File: src/rtl/return_stack.sv
`default_nettype none
// ============================================================================
// Module   : return_stack
// Purpose  : Return-address stack for the single-cycle CPU. JAL pushes the
//            return PC and JR pops it. The top entry feeds the PC-source mux.
//            Overflow and underflow are reported by sticky error flags.
// Revision : 1.0 - initial release
// ============================================================================
module return_stack #(
    parameter int ADDR_W = 10,
    parameter int DEPTH  = 16,
    parameter int PTR_W  = $clog2(DEPTH)
) (
    input  logic              clk,
    input  logic              reset,      // asynchronous, active-low
    input  logic              push,
    input  logic              pop,
    input  logic              halted,
    input  logic [ADDR_W-1:0] ret_addr,
    output logic [ADDR_W-1:0] top,
    output logic [PTR_W:0]    count,
    output logic              empty,
    output logic              full,
    output logic              overflow,
    output logic              underflow
);

    localparam logic [PTR_W:0]   c_DEPTH   = (PTR_W+1)'(DEPTH);
    localparam logic [PTR_W:0]   c_CNT_ONE = {{PTR_W{1'b0}}, 1'b1};
    localparam logic [PTR_W-1:0] c_IDX_ONE = {{(PTR_W-1){1'b0}}, 1'b1};

    logic [ADDR_W-1:0] r_mem [DEPTH];
    logic [PTR_W:0]    r_count;
    logic              r_overflow;
    logic              r_underflow;

    logic              w_empty;
    logic              w_full;
    logic              w_act;
    logic              w_do_push;
    logic              w_do_replace;
    logic              w_do_pop;
    logic              w_set_ovf;
    logic              w_set_udf;
    logic [PTR_W-1:0]  w_top_idx;
    logic [PTR_W-1:0]  w_wr_idx;

    assign w_empty   = (r_count == '0);
    assign w_full    = (r_count == c_DEPTH);
    // When full the low bits of count are zero, so subtracting one lands on DEPTH-1.
    assign w_top_idx = r_count[PTR_W-1:0] - c_IDX_ONE;

    // Halted freezes every state update; push & pop on an empty stack degrades to a push.
    assign w_act        = ~halted;
    assign w_do_push    = w_act & push & (~pop | w_empty) & ~w_full;
    assign w_do_replace = w_act & push & pop & ~w_empty;
    assign w_do_pop     = w_act & pop & ~push & ~w_empty;
    assign w_set_ovf    = w_act & push & ~pop & w_full;
    assign w_set_udf    = w_act & pop & ~push & w_empty;
    assign w_wr_idx     = w_do_replace ? w_top_idx : r_count[PTR_W-1:0];

    // Storage array: written on push or replace, never cleared by reset.
    always_ff @(posedge clk) begin
        if (w_do_push || w_do_replace) begin
            r_mem[w_wr_idx] <= ret_addr;
        end
    end

    // Entry count and sticky error flags.
    always_ff @(posedge clk or negedge reset) begin
        if (!reset) begin
            r_count     <= '0;
            r_overflow  <= 1'b0;
            r_underflow <= 1'b0;
        end else begin
            if (w_do_push) begin
                r_count <= r_count + c_CNT_ONE;
            end else if (w_do_pop) begin
                r_count <= r_count - c_CNT_ONE;
            end
            if (w_set_ovf) begin
                r_overflow <= 1'b1;
            end
            if (w_set_udf) begin
                r_underflow <= 1'b1;
            end
        end
    end

    assign top       = w_empty ? '0 : r_mem[w_top_idx];
    assign count     = r_count;
    assign empty     = w_empty;
    assign full      = w_full;
    assign overflow  = r_overflow;
    assign underflow = r_underflow;

endmodule
`default_nettype wire

File: config.mk
export PLATFORM = sky130hd
export DESIGN_NAME = return_stack
export DESIGN_NICKNAME = d
export VERILOG_FILES = /design/src/rtl/return_stack.sv
export SDC_FILE = /design/constraint.sdc
export NUM_CORES = 1
export LEC_CHECK = 0
export CORE_ASPECT_RATIO = 1.75
export CORE_UTILIZATION = 36
export DETAILED_ROUTE_END_ITERATION = 8
export MAX_ROUTING_LAYER = met4
export PLACE_DENSITY_LB_ADDON = 0.25
export SLEW_MARGIN = 20
export SYNTH_ARGS = -nofsm -noshare
export SYNTH_HDL_FRONTEND = slang
export SYNTH_SLANG_ARGS = --single-unit
File: constraint.sdc
create_clock -name clk -period 4.1 [get_ports clk]
set_input_delay 0.82 -clock clk [delete_from_list [all_inputs] [get_ports clk]]
set_output_delay 0.82 -clock clk [all_outputs]
set_load 0.005 [all_outputs]
==> flow_metrics.py, run 1 <==
metrics = {
    "clocking": {
        "cts_setup_buffers": 0,
        "clk_pin_slew_ns": 0.07,
        "htreeDepth": 4,
        "cts-root-buf": "clkbuf_16",
        "cts_buffers": 17,
        "clkLatencyLatePin_ns": 0.43,
        "cts_tree": "done",
        "clock_sinks": 167,
        "clockBufferDepth": 2,
    },
    "timing": {
        "setup-tns-final_ns": 0,
        "worst_slack_ns": 0.2424,
        "min_period_over_period": 0.9409,
        "hold_viol": 0,
        "max_freq_mhz": 259.2,
        "fin_crit_ns": 3.858,
        "maxSlewHeadroom": 0.5429,
        "holdWs_ns": 0.4701,
        "setup_violations": 0,
        "skew_ns": 0.007310,
        "rsz0062_at_grt": "false",
        "worstMarginPinSlew_ns": 0.6857,
        "slew_violations": 0,
    },
    "grt": {
        "track_usage": 0.1654,
        "grt_pass1_wl_um": 22490,
        "grt_overflow": 0,
        "antenna_found_initial": 0,
        "grtUsageMet3": 0.02521,
        "grt.busiest_layer": "met2",
        "grt_max_degree": 51,
        "grt_util_met2": 0.2947,
        "grt_use_met1": 0.1827,
        "grt_pass1_vias": 3740,
    },
    "route": {
        "first_pass_iters": 4,
        "viasPerCell": 5.263,
        "vias": 3500,
        "post-route-drc-count": 0,
        "drt_wl_total_um": 14430,
        "antenna_left": 0,
        "drt_iter0_markers": 234,
        "routedWlPerCell_um": 21.70,
    },
    "yosys": {
        "synth_top_area_frac": 0.6918,
        "ys_warn_count": 0,
        "synth_area_leaders": "edfxtp_1 (69%), mux4_2 (13%), mux2i_1 (3.5%)",
        "yosys.area.top_type": "edfxtp_1",
        "synth_edf_count": 160,
        "synthArstFlopShare": 0.04192,
        "synth_cell_types": 47,
        "syn-num-nets": 379,
        "synth_cells": 358,
        "synthesis.area_mm2": 0.006945,
        "syn_avg_cell_area_um2": 19.40,
        "ys_ff_latch": 167,
        "synth_ff_type": "edfxtp_1",
        "ys_seq_area_frac": 0.7170,
    },
    "floorplan": {
        "start_util": 0.3705,
        "die_w_um": 107.0,
        "core-area_mm2": 0.01875,
        "fp.dieH_um": 185.7,
        "std_cell_rows": 66,
        "pin_count": 34,
        "dieArea_mm2": 0.01987,
    },
    "setup_path": {
        "crit_type": "flop to output port",
        "end_kind": "output port",
        "arrival_ns": 3.04,
        "crit_fanout": 11,
        "required_ns": 3.28,
        "startpoint_type": "flop",
    },
    "cells_and_area": {
        "fin_cells": 665,
        "final_cell_mix": "edfxtp_1 (160), mux4_2 (40), clkdlybuf4s50_1 (33)",
        "layout_commonest_cell": "edfxtp_1",
        "drive_gt1_frac": 0.2506,
        "num_antenna_cells": 0,
        "area_delta_synth_final_pct": 20.01,
        "seq_area_mm2": 0.004981,
        "multi_input_area_mm2": 0.001894,
        "nets": 435,
        "fillerInstances": 1607,
    },
    "place": {
        "dp.cells": 633,
        "port_buffers": 33,
        "dp_hpwl_um": 9486,
        "pre_cts_ws_ns": 0.5865,
        "gp_congestion": 0.8595,
    },
    "pwr": {
        "power_mw": 6.281,
        "p_per_area_mw_per_mm2": 753.5,
        "p_leak_nw": 2.750,
        "peakVddDrop_mv": 0.3883,
    },
    "worst_hold_path": {
        "holdCritPathClass": "flop to flop",
    },
    "job": {
        "maxCapViolations": 0,
    },
    "status": {
        "status": "finished, final reports clean",
    },
}
[Yosys cell counts (2+ instances only)]
cell and n:
a21o_1 3, a21oi_1 4, a31oi_1 3, buf_2 8, clkbuf_1 8, dfrtp_1 7
edfxtp_1 160, ha_1 5, inv_1 9, mux2i_1 24, mux4_2 40, nand2_1 9
nand2b_1 2, nand3_1 4, nor2_1 6, nor2b_1 2, nor3_1 14, nor3b_1 3
nor4b_1 2, o22ai_1 10, o31ai_1 2, xnor2_1 5, xor2_1 4
[area by class of cell]
class | instances | area share
sequential | 167 | 0.5976
inverter | 9 | 0.004053
clock inverter | 15 | 0.01891
multi-input combinational | 164 | 0.2273
tap | 238 | 0.03573
timing repair buffer | 55 | 0.06545
clock buffer | 17 | 0.05104
[layer usage]
layer,vias up,wire length [um]
met5,-,0
met2,59,8141
met1,1831,5644
li1,1593,-
met3,17,328
met4,0,313
[final timing paths]
| check | to | depth (start not counted) | from | slack (ns) |
|---|---|---|---|---|
| worst max-delay path | top[2] | 6 | count[1] | 0.24 |
| worst min-delay path | underflow | 2 | underflow | 0.47 |
| worst max register to register | r_mem[8][6] | 8 | count[1] | 0.98 |
| worst min register to register | underflow | 2 | underflow | 0.47 |
| max in group asynchronous | count[0] | 1 | reset | 3.16 |
| min in group asynchronous | overflow | 1 | reset | 0.66 |
[critical path, cell delays in order (launching register included)]
cell and delay (ns):
dfrtp_1 0.48, inv_1 0.23, ha_4 0.17, or4b_4 0.56, nand2_1 0.44, o22ai_1 0.22, clkdlybuf4s50_1 0.51
[per-stage QoR]
stage	cell area, um2	utilization
2_1_floorplan	6945	-
3_3_place_gp	7739	0.4128
3_5_place_dp	7742	0.4130
4_1_cts	8325	0.4441
5_1_grt	8335	0.4447
6_report	8335	0.4447
[report_power, final]
part	total (mW)	internal (mW)	switching, mW	leakage [nW]
sequential	2.05	1.99	0.0575	1.52
clock	1.55	0.816	0.737	0.283
combinational	2.68	1.36	1.32	0.947
[registers in the layout, indices dropped and copies added, names as in the netlist]
signal / flops
underflow: 1
count: 5
r_mem: 160
overflow: 1
[kinds of logic (layout without fill, tap and decap cells)]
| group | Yosys count | in the layout | share of synthesized area |
|---|---|---|---|
| flops | 167 | 167 | 0.7170 |
| mux | 65 | 65 | 0.1659 |
| simple gates | 53 | 53 | 0.04522 |
| compound gates | 31 | 31 | 0.03153 |
| buf+inv | 27 | 96 | 0.01711 |
| xor+xnor | 9 | 9 | 0.01135 |
| fa+ha+maj | 6 | 6 | 0.01189 |
[what timing repair did]
item,4_1_cts,5_1_grt
gates resized for setup,0,1
hold buffers,0,0
endpoints found under the setup margin,0,1
Note: power is estimated with default switching activity, not from simulation.
==> run 2, diff against run 1 <==
- ABC_CLOCK_PERIOD_IN_PS: default -> 4100
==> results of run 2 <==
No change in the layout: final DEF, timing and power equal those of run 1.
